**src/rtl/timer_sequencer.sv**
```systemverilog
// Multi-phase pulse scheduler: one shared prescaled countdown steps through up to
// NPHASE programmed durations, drives a per-phase pattern and repeats the sequence.
module timer_sequencer #(
   parameter int NPHASE = 4,
   parameter int CW     = 32,
   parameter int PW     = 16,
   parameter int OW     = 8
) (
   input  logic                 clk,
   input  logic                 rstn,
   input  logic                 start,
   input  logic                 abort,
   input  logic [PW-1:0]        prescale,
   input  logic [NPHASE*CW-1:0] dur_flat,
   input  logic [NPHASE*OW-1:0] pattern_flat,
   input  logic [1:0]           last_phase,
   input  logic [15:0]          repeats,
   output logic                 busy,
   output logic [1:0]           phase,
   output logic [OW-1:0]        out_pattern,
   output logic                 phase_strobe,
   output logic                 done,
   output logic [15:0]          passes_done
);

   typedef enum logic {IDLE = 1'b0, RUN = 1'b1} state_t;

   localparam logic [CW-1:0] ONE_C = {{(CW-1){1'b0}}, 1'b1};

   state_t        state_q;
   logic [PW-1:0] pre_cfg_q;
   logic [PW-1:0] pre_cnt_q;
   logic [CW-1:0] timer_q;
   logic [CW-1:0] dur_q [NPHASE];
   logic [OW-1:0] pat_q [NPHASE];
   logic [1:0]    last_q;
   logic [15:0]   rep_q;
   logic          busy_q;
   logic [1:0]    phase_q;
   logic [OW-1:0] pat_out_q;
   logic          strobe_q;
   logic          done_q;
   logic [15:0]   passes_q;

   logic          tick_s;
   logic [1:0]    phase_d;
   logic [15:0]   passes_d;
   logic          cont_s;

   // A zero duration is promoted to one tick so every phase has a visible length.
   function automatic logic [CW-1:0] clamp_dur(input logic [CW-1:0] d);
      clamp_dur = (d == {CW{1'b0}}) ? ONE_C : d;
   endfunction

   // Tick, next phase index, saturated pass count and repeat decision.
   always_comb begin
      tick_s   = (pre_cnt_q == pre_cfg_q);
      phase_d  = phase_q + 2'd1;
      passes_d = (passes_q == 16'hFFFF) ? 16'hFFFF : passes_q + 16'd1;
      cont_s   = (rep_q == 16'd0) || (passes_d < rep_q);
   end

   // Sequencer state, latched configuration, countdown and registered outputs.
   always_ff @(posedge clk or negedge rstn) begin
      if (!rstn) begin
         state_q   <= IDLE;
         pre_cfg_q <= {PW{1'b0}};
         pre_cnt_q <= {PW{1'b0}};
         timer_q   <= {CW{1'b0}};
         last_q    <= 2'd0;
         rep_q     <= 16'd0;
         busy_q    <= 1'b0;
         phase_q   <= 2'd0;
         pat_out_q <= {OW{1'b0}};
         strobe_q  <= 1'b0;
         done_q    <= 1'b0;
         passes_q  <= 16'd0;
         for (int k = 0; k < NPHASE; k++) begin
            dur_q[k] <= {CW{1'b0}};
            pat_q[k] <= {OW{1'b0}};
         end
      end else begin
         strobe_q <= 1'b0;
         done_q   <= 1'b0;
         if (abort) begin
            state_q   <= IDLE;
            busy_q    <= 1'b0;
            phase_q   <= 2'd0;
            pat_out_q <= {OW{1'b0}};
            pre_cnt_q <= {PW{1'b0}};
            timer_q   <= {CW{1'b0}};
         end else begin
            case (state_q)
               IDLE: begin
                  if (start) begin
                     pre_cfg_q <= prescale;
                     last_q    <= last_phase;
                     rep_q     <= repeats;
                     for (int k = 0; k < NPHASE; k++) begin
                        dur_q[k] <= dur_flat[k*CW +: CW];
                        pat_q[k] <= pattern_flat[k*OW +: OW];
                     end
                     state_q   <= RUN;
                     busy_q    <= 1'b1;
                     phase_q   <= 2'd0;
                     pat_out_q <= pattern_flat[OW-1:0];
                     strobe_q  <= 1'b1;
                     passes_q  <= 16'd0;
                     pre_cnt_q <= {PW{1'b0}};
                     timer_q   <= clamp_dur(dur_flat[CW-1:0]);
                  end
               end
               RUN: begin
                  if (!tick_s) begin
                     pre_cnt_q <= pre_cnt_q + {{(PW-1){1'b0}}, 1'b1};
                  end else begin
                     pre_cnt_q <= {PW{1'b0}};
                     if (timer_q != ONE_C) begin
                        timer_q <= timer_q - ONE_C;
                     end else if (phase_q != last_q) begin
                        phase_q   <= phase_d;
                        timer_q   <= clamp_dur(dur_q[phase_d]);
                        pat_out_q <= pat_q[phase_d];
                        strobe_q  <= 1'b1;
                     end else begin
                        passes_q <= passes_d;
                        if (cont_s) begin
                           phase_q   <= 2'd0;
                           timer_q   <= clamp_dur(dur_q[0]);
                           pat_out_q <= pat_q[0];
                           strobe_q  <= 1'b1;
                        end else begin
                           state_q   <= IDLE;
                           busy_q    <= 1'b0;
                           phase_q   <= 2'd0;
                           pat_out_q <= {OW{1'b0}};
                           timer_q   <= {CW{1'b0}};
                           done_q    <= 1'b1;
                        end
                     end
                  end
               end
               default: begin
                  state_q <= IDLE;
                  busy_q  <= 1'b0;
               end
            endcase
         end
      end
   end

   assign busy         = busy_q;
   assign phase        = phase_q;
   assign out_pattern  = pat_out_q;
   assign phase_strobe = strobe_q;
   assign done         = done_q;
   assign passes_done  = passes_q;

endmodule

```
**config.mk**
```make
export PLATFORM = sky130hd
export DESIGN_NAME = timer_sequencer
export DESIGN_NICKNAME = d
export VERILOG_FILES = /design/src/rtl/timer_sequencer.sv
export SDC_FILE = /design/constraint.sdc
export NUM_CORES = 1
export LEC_CHECK = 0
export BUFFER_PORTS_ARGS = -buffer_cell sky130_fd_sc_hd__buf_2
export CORE_UTILIZATION = 57
export CTS_BUF_LIST = sky130_fd_sc_hd__clkbuf_8 sky130_fd_sc_hd__clkbuf_16
export DETAILED_ROUTE_END_ITERATION = 10
export GPL_ROUTABILITY_DRIVEN = 0
export GPL_TIMING_DRIVEN = 0
export PLACE_DENSITY = 0.89
export SYNTH_ARGS = -nofsm -noshare
export SYNTH_HDL_FRONTEND = slang
export SYNTH_SLANG_ARGS = --single-unit
```
**constraint.sdc**
```tcl
create_clock -name clk -period 4.39 [get_ports clk]
set_input_delay 0.2195 -clock clk [delete_from_list [all_inputs] [get_ports clk]]
set_output_delay 0.2195 -clock clk [all_outputs]
set_load 0.02 [all_outputs]
```
==> metrics.md <==
| Metric | Value |
|---|---|
| Drt drc | 0 |
| Arr. time, crit path | around 4.6 ns |
| FP Rows | 57 |
| Setup Skew | roughly 0.015 ns |
| Multi-input gate area | roughly 6700 um2 |
| CTS tree | yes |
| Fillers | about 1,500 |
| Nets@finish | around 2,300 |
| Synth-to-layout area growth | 33.1% |
| Flop-to-flop setup slack | 0.27 ns |
| Synth Register Bits | approximately 270 |
| Hold Path Class | input pin to flop |
| Die width | about 160 um |
| Layout cell share with drive strength beyond 1 | between 15 and 20% |
| Post-Syn Area | 14,000 um2 |
| Core area | between 20,000 and 25,000 um2 |
| CP Cell Sequence | ha_1 > nand2_1 > nor3_2 > nor2b_1 > a21oi_1 > ha_1 > nand4_1 > nor3_1 > o2111ai_1 > a41oi_1 > o211ai_1 > buf_4 > o211ai_2 > buf_6 > buf_6 > o211ai_2 |
| TritonCTS Buffers | 28 |
| Clk slew on worst S/H paths | 0.06 ns |
| Placed Cells incl. Taps | ~2,200 |
| Largest delay share family, worst path | simple AND/OR/NAND/NOR gates |
| Syn_area_per_cell | 8.66 um2 |
| Register area | 6810 um2 |
| Final setup fails | 0 |
| Net Sw Frac | between 30 and 40% |
| Final Cycle Share | between 90 and 100% |
| Crit-path slowest cell | dfrtp_1 |
| DIE AREA | between 20,000 and 30,000 um2 |
| Slowest stage delay, CP | 0.47 ns |
| Clock power frac | 36.4% |
| Max_slew headroom | roughly 36% |
| Worst Path Required | approximately 4.8 ns |
| Min Clock Period, post-route | around 4.1 ns |
| CTS max path bufs | 3 |
| HPWL Detailed | 31.9 mm |
| Outcome | complete, no violations |
| Buffer and inverter count on the worst path | 3 |
| PostCTS Resize Cnt | 0 |
| Post-synth top area share | between 40 and 50% |
| Synthesized Nets | roughly 1,800 |
| Max Slew Vio Count | 0 |
| Main flop type after synthesis | dfrtp_1 |
| Final Instance Count excl. Fillers | roughly 2,400 |
| First-pass GRT wire length | 80.9 mm |
| Final hold slack | around 0.027 ns |
| Vias per inst | a little over 6 |
| Combinational fraction of design power | 21.1% |
| Post-synth EDFFs | 0 |
| Number of global-route vias before repair | about 15,000 |
| Critical Path Source Type | flop |
| Finished Cell Area | around 19,000 um2 |
| Max IR drop VDD | ~0.3 mV |
| Top cells by count, synth | 693 x nand2_1, 272 x dfrtp_1, 74 x clkbuf_1 |
| Worst skew pair latency | between 0.5 and 0.6 ns |
| Post-synth cell types | between 50 and 60 |
| Pin count of the biggest net entering global routing | 126 |
| Clock sink total | roughly 270 |
| Post-synthesis sequential area ratio | between 40% and 50% |
| CP Capture Type | flop |
| Sequential fraction of design power | between 40% and 50% |
| Max cap viols | 0 |
| Port Buffers | 226 |
| ANT nets after route | 0 |
| Tot GR Track Use | 41.3% |
| Crit Path Max Fanout | 10 |
| Clock Root Buffer | clkbuf_16 |
| Io pins | around 230 |
| Gr ovfl total | 0 |
| Gate Count Post-Synth | roughly 1,600 |
| Yosys warns | 0 |
| Critical path class | flop to flop |
| Power Internal | about 5.1 mW |
| Routed length per instance | about 21 um |
| Cell with the most instances after synthesis | nand2_1 |
| Ys async rst share | between 90% and 100% |
| Ranking of synthesized cells by area | dfrtp_1 49%, nand2_1 19%, mux4_2 5.1% |
| H-tree depth | 1 |
| Sw power | approximately 2.3 mW |
| Max Fclk | 0.243 GHz |
| First drt pass iteration count | 6 |
| Leak | 9.18 nW |
| Initial DRC Count | 2,158 |
| Synth area leader | dfrtp_1 |
| Final wirelength | slightly above 50 mm |
| Area after DPL | 15,600 um2 |
| Final Hold Viols | 0 |
| Die Span Y | ~160 um |
| Initial antenna violation count | 3 |
| Starting density of the core | 57.8% |
| DR vias | roughly 15,000 |
| Power density over the cells | 394 nW/um2 |
| RSZ-0062 raised after global routing | false |
| Worst Tran Pin Value | 0.956 ns |
==> metrics by stage <==
| stage | TNS (ns) | power [mW] | setup WS, ns | util, % |
|---|---|---|---|---|
| 2_1_floorplan | 0 | 3.91 | 1.05 | - |
| 5_1_grt | 0 | 7.58 | 0.169 | 76.9 |
| 3_3_place_gp | -467.81 | 4.38 | -1.74 | 64.1 |
| 6_report | 0 | 7.35 | 0.267 | 76.9 |
| 4_1_cts | 0 | 7.22 | 0.339 | 76.8 |
| 3_5_place_dp | 0 | 4.45 | 0.443 | 64.4 |
==> worst paths after layout <==
| kind | startpoint | end | depth (start not counted) |
|---|---|---|---|
| min in group asynchronous | rstn | dur_q[46] | 2 |
| worst min register to register | dur_q[86] | dur_q[86] | 2 |
| worst max register to register | passes_done[0] | timer_q[29] | 16 |
| worst max-delay path | passes_done[0] | timer_q[29] | 16 |
| worst min-delay path | repeats[15] | rep_q[15] | 3 |
| max in group asynchronous | rstn | pre_cnt_q[7] | 3 |
==> cells in the final DEF (no fill, tap or decap), types with 9 or more instances in the layout <==
cell type	synthesis	layout
nand2_1	693	693
dfrtp_1	272	272
buf_2	12	237
dlygate4sd3_1	0	196
clkbuf_1	74	74
o21ai_0	62	62
nor2_1	49	49
nand3_1	43	43
xnor2_1	35	35
a21oi_1	34	34
nor4_1	32	32
mux4_2	32	32
clkbuf_16	0	29
inv_1	24	28
nor3_1	24	24
xor2_1	23	23
nand4_1	20	20
o211ai_1	20	20
ha_1	19	19
and3_1	13	13
nor2b_1	12	12
clkbuf_8	0	12
o211ai_2	11	11
o221ai_1	10	10
o21ai_1	10	10
mux2_2	9	9
a22oi_1	9	9
==> cell families (layout without fill, tap and decap cells) <==
| group | after synthesis | in the layout | share of synthesized area [%] |
|---|---|---|---|
| AOI/OAI and AO/OA | 190 | 190 | 8.81 |
| xor gates and xnor gates | 58 | 58 | 3.63 |
| adders and majority gates | 19 | 19 | 1.70 |
| buffers and inverters | 114 | 593 | 3.27 |
| DFF | 272 | 272 | 48.6 |
| muxes | 42 | 42 | 5.94 |
| other | 0 | 3 | 0 |
| and+or+nand+nor | 922 | 922 | 28.1 |
==> state kept, by name, indices dropped and copies added (netlist names) <==
name          flops
done              1
last_q            2
timer_q          32
pat_q            32
pre_cfg_q        16
state_q           1
busy              1
rep_q            16
phase             2
passes_done      16
out_pattern       8
dur_q           128
pre_cnt_q        16
phase_strobe      1
==> area by class of cell <==
cell class              count  share of cell area (%)
repair buffers            427                    17.1
multi-input cells        1231                    36.2
clock buffers              41                    4.78
inverters                  24                   0.483
flip-flops and latches    272                    36.5
diodes                      3                  0.0403
clock inverters            11                   0.805
well taps                 324                    2.17
plain buffers              90                    1.97
==> worst register-to-register path, cell delays in order, from the launching register on <==
cell and delay, ns:
dfrtp_1 0.47, ha_1 0.24, nand2_1 0.10, nor3_2 0.39
nor2b_1 0.28, a21oi_1 0.14, ha_1 0.34, nand4_1 0.16
nor3_1 0.34, o2111ai_1 0.17, a41oi_1 0.28, o211ai_1 0.15
buf_4 0.18, o211ai_2 0.26, buf_6 0.20, buf_6 0.20
o211ai_2 0.11
==> per-layer routing <==
layer	share of wire, %	vias to the layer above	wire length (um)	GRT usage, %
li1	-	6366	-	-
met2	46	1194	23800	66.6
met4	7.0	2	3630	23.9
met5	0.033	-	17	0
met3	11	336	5890	10.6
met1	35	6983	18100	50.3
==> what timing repair did <==
| action | in CTS | in global routing |
|---|---|---|
| buffers inserted | 0 | 3 |
| endpoints found under the setup margin | 0 | 20 |
| hold buffers | 196 | 0 |
| hold endpoints to repair | 263 | 0 |
==> power groups by stage <==
stage	combinational, mW	clock, mW	sequential (mW)
after global placement	1.25	0	3.12
final	1.55	2.67	3.13
after global routing	1.67	2.76	3.15
after floorplan	0.841	0	3.06
after detailed placement	1.31	0	3.14
after CTS	1.47	2.65	3.10
(Power assumes the default switching activity.)
